--- src/rtl/servo_pkg.sv ---
// servo_pkg: shared widths, default frame timing and the
// position-to-pulse-width mapping used by the servo driver.
package servo_pkg;

  localparam int CNT_W = 19;
  localparam int POS_W = 8;

  localparam int unsigned DEF_PERIOD_TICKS = 500000;
  localparam int unsigned DEF_PULSE_MIN    = 25000;
  localparam int unsigned DEF_PULSE_STEP   = 98;
  localparam int unsigned DEF_POS_RESET    = 128;

  localparam int unsigned POS_TOP = 2**POS_W - 1;

  typedef logic [CNT_W-1:0] cnt_t;
  typedef logic [POS_W-1:0] pos_t;

  localparam pos_t POS_MAX = '1;
  localparam pos_t POS_MIN = '0;

  typedef enum logic [1:0] {
    MV_HOLD = 2'd0,
    MV_UP   = 2'd1,
    MV_DOWN = 2'd2
  } move_e;

  // 32-bit product; the top checks at elaboration that it fits CNT_W
  function automatic cnt_t pulse_ticks(
    input pos_t        pos,
    input int unsigned pmin,
    input int unsigned pstep
  );
    int unsigned w;
    w = pmin + 32'(pos) * pstep;
    return cnt_t'(w);
  endfunction

endpackage

--- src/rtl/servo_pwm_driver_btn_sync.sv ---
// btn_sync: two-flop synchronizer for one asynchronous
// push button, cleared by the synchronous reset.
module btn_sync (
  input  logic clock,
  input  logic reset,
  input  logic btn,
  output logic level
);

  logic meta;

  always_ff @(posedge clock) begin
    if (reset) begin
      meta  <= 1'b0;
      level <= 1'b0;
    end else begin
      meta  <= btn;
      level <= meta;
    end
  end

endmodule

--- src/rtl/servo_pwm_driver.sv ---
// servo_pwm_driver: button-driven servo position with a
// frame-locked, glitch-free PWM output on the system clock.
module servo_pwm_driver
  import servo_pkg::*;
#(
  parameter int unsigned PERIOD_TICKS = DEF_PERIOD_TICKS,
  parameter int unsigned PULSE_MIN    = DEF_PULSE_MIN,
  parameter int unsigned PULSE_STEP   = DEF_PULSE_STEP,
  parameter int unsigned POS_RESET    = DEF_POS_RESET
) (
  input  logic             clock,
  input  logic             reset,
  input  logic             clk_div,
  input  logic             btn_up,
  input  logic             btn_down,
  output logic             pwm,
  output logic [POS_W-1:0] position,
  output logic             frame_start
);

  localparam cnt_t LAST     = cnt_t'(PERIOD_TICKS - 1);
  localparam pos_t POS_INIT = pos_t'(POS_RESET);
  localparam cnt_t W_INIT   =
    pulse_ticks(POS_INIT, PULSE_MIN, PULSE_STEP);

  if (PULSE_MIN + POS_TOP * PULSE_STEP >= PERIOD_TICKS)
  begin : g_width_chk
    $error("servo_pwm_driver: widest pulse exceeds frame");
  end

  if (PERIOD_TICKS > 2**CNT_W || PERIOD_TICKS < 2)
  begin : g_period_chk
    $error("servo_pwm_driver: PERIOD_TICKS out of range");
  end

  if (POS_RESET > POS_TOP) begin : g_pos_chk
    $error("servo_pwm_driver: POS_RESET out of range");
  end

  logic  clk_div_q;
  logic  tick;
  logic  wrap;
  logic  up_s;
  logic  down_s;
  cnt_t  cnt;
  cnt_t  width_q;
  pos_t  pos_next;
  move_e move;

  btn_sync u_sync_up (
    .clock (clock),
    .reset (reset),
    .btn   (btn_up),
    .level (up_s)
  );

  btn_sync u_sync_down (
    .clock (clock),
    .reset (reset),
    .btn   (btn_down),
    .level (down_s)
  );

  // clk_div is data: rising edge becomes a one-cycle enable
  assign tick = clk_div & ~clk_div_q;
  assign wrap = tick & (cnt == LAST);

  always_comb begin
    move = MV_HOLD;
    unique case (1'b1)
      up_s & ~down_s & (position != POS_MAX):
        move = MV_UP;
      down_s & ~up_s & (position != POS_MIN):
        move = MV_DOWN;
      default:
        move = MV_HOLD;
    endcase
  end

  always_comb begin
    pos_next = position;
    if (wrap) begin
      unique case (move)
        MV_UP:   pos_next = position + 1'b1;
        MV_DOWN: pos_next = position - 1'b1;
        default: pos_next = position;
      endcase
    end
  end

  // width_q only moves at the wrap, so a pulse is never cut
  always_ff @(posedge clock) begin
    if (reset) begin
      clk_div_q   <= 1'b1;
      cnt         <= '0;
      position    <= POS_INIT;
      width_q     <= W_INIT;
      pwm         <= 1'b0;
      frame_start <= 1'b0;
    end else begin
      clk_div_q   <= clk_div;
      frame_start <= wrap;
      position    <= pos_next;
      pwm         <= (cnt < width_q);
      if (tick) begin
        cnt <= wrap ? '0 : cnt + 1'b1;
      end
      if (wrap) begin
        width_q <= pulse_ticks(pos_next, PULSE_MIN,
                               PULSE_STEP);
      end
    end
  end

endmodule

--- config.mk ---
export PLATFORM = sky130hd
export DESIGN_NAME = servo_pwm_driver
export DESIGN_NICKNAME = d
export VERILOG_FILES = /design/src/rtl/servo_pkg.sv /design/src/rtl/servo_pwm_driver_btn_sync.sv /design/src/rtl/servo_pwm_driver.sv
export SDC_FILE = /design/constraint.sdc
export NUM_CORES = 1
export LEC_CHECK = 0
export CORE_AREA = 2 2 83 85
export DETAILED_ROUTE_END_ITERATION = 6
export DIE_AREA = 0 0 85 87
export HOLD_SLACK_MARGIN = 0.03
export PLACE_DENSITY_LB_ADDON = 0.1
export SLEW_MARGIN = 5
export SYNTH_ARGS = -nofsm -noshare
export SYNTH_HDL_FRONTEND = slang
export SYNTH_HIERARCHICAL = 1
export SYNTH_SLANG_ARGS = --single-unit
--- constraint.sdc ---
create_clock -name clock -period 5.5 [get_ports clock]
set_input_delay 0.55 -clock clock [delete_from_list [all_inputs] [get_ports clock]]
set_output_delay 0.55 -clock clock [all_outputs]
set_load 0.01 [all_outputs]
# After elaboration in Yosys (flattened, before gate mapping)
# Index checks and enable logic that the tools add are counted.
dict set report word_totals {
  ff_bits 53
  word_cells 34
}
dict set report op_classes {
  bitwise_logic 9
  n_eq_ne 4
  n_mul 1
  mux 4
  n_reduce_logical 1
  magnitude_cmp 1
  add_sub_neg 4
}
# operator count
set op_table {}
lappend op_table {{adder 19 x 1 -> 19 bit (second input constant)} 1}
lappend op_table {{== test 19 bit (second input constant)} 1}
lappend op_table {{< comparator 19 bit} 1}
lappend op_table {{2-to-1 mux 19 bit} 1}
lappend op_table {{adder 15 x 15 -> 16 bit (first input constant)} 1}
lappend op_table {{case mux 8 bit (2 select lines)} 1}
lappend op_table {{multiplier 8 x 6 -> 14 bit (second input constant)} 1}
lappend op_table {{adder 8 x 1 -> 8 bit (second input constant)} 1}
lappend op_table {{2-to-1 mux 8 bit} 1}
lappend op_table {{inequality test 8 bit (second input constant)} 1}
lappend op_table {{nonzero test 8 bit} 1}
lappend op_table {{subtractor 8 x 1 -> 8 bit (second input constant)} 1}
lappend op_table {{AND 1 bit} 6}
lappend op_table {{case mux 2 bit (2 select lines)} 1}
lappend op_table {{NOT 1 bit} 3}
lappend op_table {{== test 2 x 1 -> 1 bit (second input constant)} 1}
lappend op_table {{== test 2 bit (second input constant)} 1}

# Logic depth before layout (Yosys ltp)
# Gate-level depths: netlist (run 1).
dict set report depth {
  depth_word 9
  depth_mapped 24
  depth_no_buf 24
}

# By module
# Netlist (run 1), hierarchy kept.
# module n_inst seq_area_each_um2 cells_per_inst area_per_inst_um2
set modules_own_cells {}
lappend modules_own_cells {servo_pwm_driver 1 900.9 392 3408.3}
lappend modules_own_cells {btn_sync 2 40.0 4 52.6}

# Worst setup path before layout (run 1)
# Ideal clock, no wire load.
dict set report synth_timing {
  kind {register -> register}
  startpoint {reg position[0]}
  endpoint {reg width_q[14]}
  period_less_slack_ns 5.197
  stages_incl_launch_ff 22
  arrival_ns 5.075
  setup_slack_ns 0.303
  setup_ns 0.123
  path_cell_list {dfxtp_1 nor4_1 a21oi_1 ha_1 ha_1 a211oi_1 nor3b_1 o21a_1 o41ai_1 xnor2_1 or3_1 nand2_1 fa_1 ha_1 inv_1 fa_1 xnor2_1 nor3b_1 nand3_1 o31ai_1 xnor2_1 o22ai_1}
}
dict set report synth_via {
  elab_chain_cells 8
}
# element line
set synth_lines {}
lappend synth_lines {{start, declared} servo_pwm_driver.sv:17} ;# output logic [POS_W-1:0] position,
lappend synth_lines {{start signal, assigned} servo_pwm_driver.sv:103} ;# position <= pos_next;
lappend synth_lines {{inequality test 8 bit or nonzero test 8 bit (tied branches)} {servo_pwm_driver.sv:71, servo_pwm_driver.sv:73}}
lappend synth_lines {{AND 1 bit, on equally long branches} {servo_pwm_driver.sv:71, servo_pwm_driver.sv:73}}
lappend synth_lines {{case mux 2 bit (2 select lines)} servo_pwm_driver.sv:70} ;# unique case (1'b1)
lappend synth_lines {{== test 2 bit or == test 2 x 1 -> 1 bit (tied branches)} servo_pwm_driver.sv:83} ;# unique case (move)
lappend synth_lines {{case mux 8 bit (2 select lines) *} servo_pwm_driver.sv:83}
lappend synth_lines {{2-to-1 mux 8 bit *} servo_pwm_driver.sv:82} ;# if (wrap) begin
lappend synth_lines {{via pos_next[7]} servo_pwm_driver.sv:47} ;# pos_t pos_next;
lappend synth_lines {{multiplier 8 x 6 -> 14 bit *} servo_pkg.sv:34} ;# w = pmin + 32'(pos) * pstep;
lappend synth_lines {{adder 15 x 15 -> 16 bit *} servo_pkg.sv:34}
lappend synth_lines {{end signal, assigned} servo_pwm_driver.sv:109} ;# width_q <= pulse_ticks(pos_next, PULSE_MIN,
lappend synth_lines {{end, declared} servo_pwm_driver.sv:46} ;# cnt_t width_q;
# Mark *: on every way through the listed nets, which the timed path passes. The rest lies on a longest branch.
# A chain may end at the register's enable or synchronous reset.

# Final worst setup path (run 1)
dict set report layout_timing {
  startpoint {reg position[3]}
  endpoint {reg width_q[13]}
}
# The elaborated chain is that of the path after synthesis.

==> qor.yml, run 1 <==
critical_path:
  cp-start-kind: "flop"
  cp_cell_sequence: "nor4_4, a21oi_1, ha_2, ha_1, a211oi_2, nor3b_2, o21a_1, o41ai_2, xnor2_1, or3_4, nand2_2, fa_1, ha_4, ha_2, or2_0, o211ai_1, or4b_2, o311a_4, xnor2_1, nand2_1, a21oi_1"
  rrSetupSlack_ns: 0.17
  worst_ep_arrival_time_ns: 5.56
  cp-end-kind: "flop"
  path_max_fanout: 5
  critical-path-slowest-cell: "or4b_2"
  path_class: "flop to flop"
  critPathRequiredTime_ns: 5.73
  critPathMaxStageDelay_ns: 0.62
cts:
  ctsHoldBuffers: 0
  cts_buffers: 5
  cts.sinks: 49
  cts.htree.levels: 2
  insertion_delay_ns: 0.31
  clk_path_buf_depth: 2
  clkTransAtPathRegs_ns: 0.09
  root_buffer: "clkbuf_8"
  cts_tree: "done"
power_and_ir_drop:
  p_comb_share_pct: 3.9
  power.net_switching_mw: 0.142
  powerDensity_nw_per_um2: 155
  p_leak_nw: 1.89
  peakVddDrop_v: 0.000112
  clkPwrFrac_pct: 40.6
  sw_frac_of_total_pct: 21.9
  internal-power_mw: 0.504
  seqPwrFrac_pct: 55.5
cells_and_area:
  fin_util_pct: 63.2
  areaGrowthSynthToFinish_pct: 18.2
  multi_input_area_um2: 2500
  final_area_um2: 4150
  fillCellCount: 587
  final-instance-count-excl-fill: 521
  drive_gt1_share_pct: 17.9
  num_antenna_cells: 0
  seq_area_um2: 985
  final_nets: 499
route:
  num_vias: 2907
  wl_per_cell_um: 14.8
  drtPass1Iterations: 4
  finalWirelength_um: 7720
  drt_iter0_markers: 111
  vias_per_cell: 5.58
  drcViolationCount: 0
  ant_nets: 0
logic_synthesis:
  synth_compound_area_share_pct: 14.4
  syn_avg_cell_area_um2: 8.78
  syn_nets: 459
  syn_area_um2: 3510
  synth_cell_types: 59
  synth_top_area_share_pct: 27.9
  synth_edf_count: 0
  synth_xor_area_share_pct: 8.48
  seq_area_frac_synth_pct: 27.9
  synth-simple-area-share_pct: 24.3
  yosysWarnings: 6
  ys_ff_latch: 49
  ys_async_sr_fraction_pct: 0
  yosys.area_share.adder_pct: 20.1
  synthFlopType: "dfxtp_1"
  syn_inst: 400
  synth_area_leaders: "dfxtp_1, ha_1, nor2_1"
  synth_mux_area_share_pct: 0.285
  synth_top_family_by_area: "simple AND/OR/NAND/NOR gates"
  synth_top_area_cell: "dfxtp_1"
place:
  dp_cells: 509
  placed_cell_area_um2: 3880
  hpwl_um: 6020
  port_buffers: 14
  place.gp.congestion: 0.916
timing:
  max_freq_ghz: 0.188
  tightest_slew_ns: 0.659
  setup_violations: 0
  finClkSkew_ns: 0.0169
  layout_min_cycle_time_ns: 5.33
  slew_headroom_pct: 56.0
  slew_violations: 0
  whs_ns: 0.445
  hold_viol: 0
  min_period_over_period_pct: 96.8
die:
  pin_count: 15
  start_util_pct: 53.5
  die_w_um: 85
  rows: 30
  die_h_um: 87
  dieArea_um2: 7400
  design.core.area_um2: 6570
global_routing:
  grt_remaining_overflow: 0
  grt_usage_pct: 21.6
  antenna_found_initial: 0
  grt_max_degree: 22
  grt_pass1_vias: 2852
  grt_pass1_wl_um: 13000
run:
  maxCapViolCount: 0
worst_hold_path:
  hold_path_class: "flop to flop"
run_status:
  status: "finished, final reports clean"
logic make-up after synthesis:
group / Yosys count
buffers and inverters: 37
adders and majority gates: 54
AOI/OAI and AO/OA: 72
xor gates and xnor gates: 34
muxes: 1
DFF: 49
and+or+nand+nor: 153
cell type report:
class	count	share of cell area, %
well taps	80	2.41
flip-flops and latches	49	23.7
clock inverters	3	1.05
clock buffers	5	1.66
inverters	28	2.53
multi-input cells	314	60.2
repair buffers	42	8.43
per-stage QoR:
| stage | power (mW) | TNS [ns] | setup WS [ns] |
|---|---|---|---|
| finish | 0.646 | 0 | 0.174 |
| global route | 0.668 | -0.345 | -0.0926 |
| CTS | 0.652 | 0 | 0.0422 |
| detailed placement | 0.391 | -0.248 | -0.102 |
| global placement | 0.390 | -0.113 | -0.0489 |
| floorplan | 0.382 | 0 | 0.303 |
placed cells by master (no fill, tap or decap), types with 3 or more instances in the layout:
cell type        instances
nand2_1                 28
ha_1                    46
fa_1                     3
a21oi_1                 11
a21o_1                   8
nand2b_1                 7
o211ai_1                 5
and2_1                   5
nor3_1                   5
nor3b_2                  4
and4_1                   3
inv_1                   28
nor2_1                  42
nor2b_1                  8
xnor2_1                 16
dfxtp_2                  3
a211oi_1                 3
buf_4                   28
nand4_1                  7
nor3b_1                  3
a211oi_2                 4
o21ai_0                 17
o21ai_2                  3
dfxtp_1                 46
clkbuf_8                 5
or3_1                    6
clkdlybuf4s50_1         14
xor2_1                  17
nand3_1                 11
power by group through the flow:
stage | Combinational, mW | Sequential (mW) | Clock, mW
6_report | 0.0254 | 0.358 | 0.262
5_1_grt | 0.0278 | 0.359 | 0.281
4_1_cts | 0.0247 | 0.358 | 0.269
3_5_place_dp | 0.0242 | 0.367 | 0
3_3_place_gp | 0.0240 | 0.367 | 0
2_1_floorplan | 0.0154 | 0.366 | 0
worst max-delay path, delay by kind of cell, from the launching register on:
family | cells | cell delay (ns)
xor+xnor | 2 | 0.32
fa+ha+maj | 5 | 1.29
flops | 1 | 0.36
simple gates | 7 | 1.77
compound gates | 7 | 1.48
synth_stat cells, types with 7 or more instances:
| library cell | count |
|---|---|
| ha_1 | 50 |
| dfxtp_1 | 49 |
| nor2_1 | 42 |
| nand2_1 | 29 |
| inv_1 | 28 |
| o21ai_0 | 19 |
| xnor2_1 | 17 |
| xor2_1 | 17 |
| a21oi_1 | 11 |
| nand3_1 | 11 |
| nor2b_1 | 9 |
| a21o_1 | 8 |
| nand2b_1 | 7 |
| nand4_1 | 7 |
| or3_1 | 7 |
sequential cells by signal, summed over array words and instances, names as in the netlist:
signal and cells:
u_sync_up/level 1, frame_start 1, u_sync_down/meta 1, cnt 19, u_sync_down/level 1, position 8, pwm 1, clk_div_q 1
u_sync_up/meta 1, width_q 15
layer usage:
metal / vias up / track usage [%] / part of all wire, % / wire length (um)
met4: 0 / 6.06 / 1.6 / 120
met5: - / 0 / 0 / 0
met2: 30 / 39.3 / 51 / 3940
met1: 1377 / 26.8 / 46 / 3520
met3: 12 / 2.84 / 1.8 / 137
li1: 1488 / - / - / -
final timing paths:
check / from / end / depth (start not counted)
worst max-delay path: position[3]$_SDFF_PP0_ / width_q[13]$_SDFFE_PP0P_ / 21
worst min-delay path: u_sync_up/meta$_SDFF_PP0_ / u_sync_up/level$_SDFF_PP0_ / 1
worst max register to register: position[3]$_SDFF_PP0_ / width_q[13]$_SDFFE_PP0P_ / 21
worst min register to register: u_sync_up/meta$_SDFF_PP0_ / u_sync_up/level$_SDFF_PP0_ / 1
timing repair:
action,CTS,global route
gates resized for setup,2,25
pin swaps,0,9
setup buffers,0,4
endpoints found under the setup margin,4,6
No activity file was read; power rests on OpenSTA's default activity.
==> run 2: changes to the inputs <==
- ABC_CLOCK_PERIOD_IN_PS: unset -> 5500
- CORE_AREA: 2 2 83 85 -> 2 2 81 83
- DIE_AREA: 0 0 85 87 -> 0 0 83 85
- DONT_BUFFER_PORTS: unset -> 1
==> run 2 against run 1 <==
Effect of this change:
- clock skew fell by 0.0055 ns
- sequential share of layout area rose by 0.80 points
- non-clock buffer count fell by 16
- clock-buffer cell count did not move
- global-route usage rose by 0.50 points
- sequential cell count did not move
- first-iteration DRC count fell by 15%
- combinational power fell by 21%
- worst hold slack got worse by 0.14 ns
- sequential power barely moved
- wire length fell by 0.74%
- critical path type unchanged
- largest cell class unchanged
- largest power group unchanged
==> qor.yml, run 2 (synthesis gave the netlist of run 1 again) <==
run_status:
  status: "finished, final reports clean"
critical_path:
  critPathMaxStageDelay_ns: 0.45
  path_class: "flop to flop"
  critPathRequiredTime_ns: 5.67
  worst_ep_arrival_time_ns: 5.42
  cp_cell_sequence: "nor4_4, a21oi_2, ha_4, ha_1, a211oi_2, nor3b_2, o21a_1, o41ai_4, xnor2_2, or3_4, nand2_4, fa_1, ha_4, inv_1, fa_2, nor2b_2, o21ai_1, xnor2_1, nand3_1, o31ai_1, xnor2_1, o22ai_1"
  critical-path-slowest-cell: "fa_1"
  rrSetupSlack_ns: 0.25
  crit_buf_inv: 1
  crit_family: "adder cells"
  cp-start-kind: "flop"
  r2r-end: "width_q[14]$_SDFFE_PP0P_"
  cp-end-kind: "flop"
  path_max_fanout: 5
  reg2reg_depth: 22
  regToRegStartpoint: "position[5]$_SDFF_PP0_"
timing:
  max_freq_ghz: 0.190
  min_period_over_period_pct: 95.5
  finClkSkew_ns: 0.0114
  tightest_slew_ns: 0.621
  setup_violations: 0
  slew_headroom_pct: 58.3
  layout_min_cycle_time_ns: 5.25
  slew_violations: 0
  whs_ns: 0.300
  hold_viol: 0
die:
  design.core.area_um2: 6200
  start_util_pct: 56.6
  rows: 29
  die_w_um: 83
  dieArea_um2: 7060
  pin_count: 15
  die_h_um: 85
cts:
  clkTransAtPathRegs_ns: 0.10
  cts.sinks: 49
  insertion_delay_ns: 0.31
  cts_tree: "done"
  cts.htree.levels: 2
  clk_path_buf_depth: 2
  root_buffer: "clkbuf_8"
  cts_buffers: 5
cells_and_area:
  final_nets: 483
  largest_reg_flops: 19
  num_antenna_cells: 0
  final-instance-count-excl-fill: 502
  final_common_cell: "ha_1"
  areaGrowthSynthToFinish_pct: 15.2
  final_area_um2: 4050
  drive_gt1_share_pct: 18.8
  max_flop_register: "cnt"
  largestRegisters: "cnt (19), width_q (15), position (8)"
  final_cell_mix: "ha_1, nor2_1, dfxtp_1"
  fin_util_pct: 65.3
route:
  num_vias: 2873
  wl_per_cell_um: 15.3
  drcViolationCount: 0
  drtPass1Iterations: 4
  vias_per_cell: 5.72
  drt_iter0_markers: 94
  ant_nets: 0
  finalWirelength_um: 7660
place:
  hpwl_um: 5910
  place.gp.congestion: 0.890
  dp_cells: 489
  port_buffers: 0
  placed_cell_area_um2: 3710
worst_hold_path:
  hold_depth: 1
  hold_path_class: "input port to flop"
  hold_path.startpoint: "reset"
  hold-path-endpoint: "width_q[2]$_SDFFE_PP0P_"
global_routing:
  grt_pass1_vias: 2861
  grt_remaining_overflow: 0
  grt_usage_pct: 22.1
  grt_pass1_wl_um: 13000
  antenna_found_initial: 0
  grt_max_degree: 22
power_and_ir_drop:
  p_leak_nw: 1.85
  powerDensity_nw_per_um2: 170
  peakVddDrop_v: 0.000156
run:
  maxCapViolCount: 0
run 2: cell types whose count changed in the layout (fill, tap and decap cells not counted), sizes merged:
cell,before,now
clkdlybuf4s50,14,0
bufinv,1,2
clkinv,1,0
buf,28,26
run 2: report_power, final:
| part | internal [mW] | total, mW | switching [mW] |
|---|---|---|---|
| Sequential | 0.357 | 0.358 | 0.00144 |
| Combinational | 0.00835 | 0.0200 | 0.0117 |
| Clock | 0.183 | 0.309 | 0.126 |
run 2: per-layer routing:
metal	vias to the layer above	global-route usage, %	routed length [um]
li1	1453	-	-
met1	1372	28.2	3550
met2	39	39.7	3860
met3	9	2.92	182
met4	0	5.51	78
met5	-	0	0
run 2: how the worst max path moves through the flow:
stage / endpoint / slack [ns] / startpoint / cells past startpoint
6_report: width_q[14]$_SDFFE_PP0P_ / 0.25 / position[5]$_SDFF_PP0_ / 22
5_1_grt: width_q[12]$_SDFFE_PP1P_ / -0.04 / position[5]$_SDFF_PP0_ / 22
3_5_place_dp: width_q[14]$_SDFFE_PP0P_ / -0.19 / position[4]$_SDFF_PP0_ / 21
4_1_cts: width_q[14]$_SDFFE_PP0P_ / 0.02 / position[0]$_SDFF_PP0_ / 21
2_1_floorplan: width_q[14]$_SDFFE_PP0P_ / 0.30 / position[0]$_SDFF_PP0_ / 21
3_3_place_gp: width_q[14]$_SDFFE_PP0P_ / -0.18 / position[4]$_SDFF_PP0_ / 21
run 2: cell type report:
| cell class | count | area (um^2) |
|---|---|---|
| clock buffer | 5 | 68.8 |
| clock inverter | 3 | 68.8 |
| fill | 532 | 2160 |
| inverter | 28 | 105 |
| multi-input combinational | 314 | 2520 |
| sequential | 49 | 992 |
| tap | 77 | 96.3 |
| timing repair buffer | 26 | 195 |
run 2: repair_timing:
action / CTS / global route
gates cloned: 0 / 0
hold buffers: 0 / 0
pin swaps: 0 / 18
resized for setup: 6 / 37
setup buffers: 0 / 5
endpoints found under the setup margin: 6 / 7
run 2: through the flow:
step | setup WS (ns) | setup TNS, ns | total power, mW
2_1_floorplan | 0.303 | 0 | 0.382
3_3_place_gp | -0.182 | -0.627 | 0.383
3_5_place_dp | -0.193 | -0.738 | 0.384
4_1_cts | 0.0193 | 0 | 0.694
5_1_grt | -0.0413 | -0.0944 | 0.706
6_report | 0.248 | 0 | 0.687
run 2: worst reg2reg max path, stage by stage (launching register included):
cell and delay [ns]:
dfxtp_2 0.35, nor4_4 0.30, a21oi_2 0.11, ha_4 0.19
ha_1 0.29, a211oi_2 0.26, nor3b_2 0.09, o21a_1 0.23
o41ai_4 0.36, xnor2_2 0.14, or3_4 0.42, nand2_4 0.09
fa_1 0.45, ha_4 0.30, inv_1 0.05, fa_2 0.36
nor2b_2 0.14, o21ai_1 0.09, xnor2_1 0.25, nand3_1 0.11
o31ai_1 0.29, xnor2_1 0.16, o22ai_1 0.08
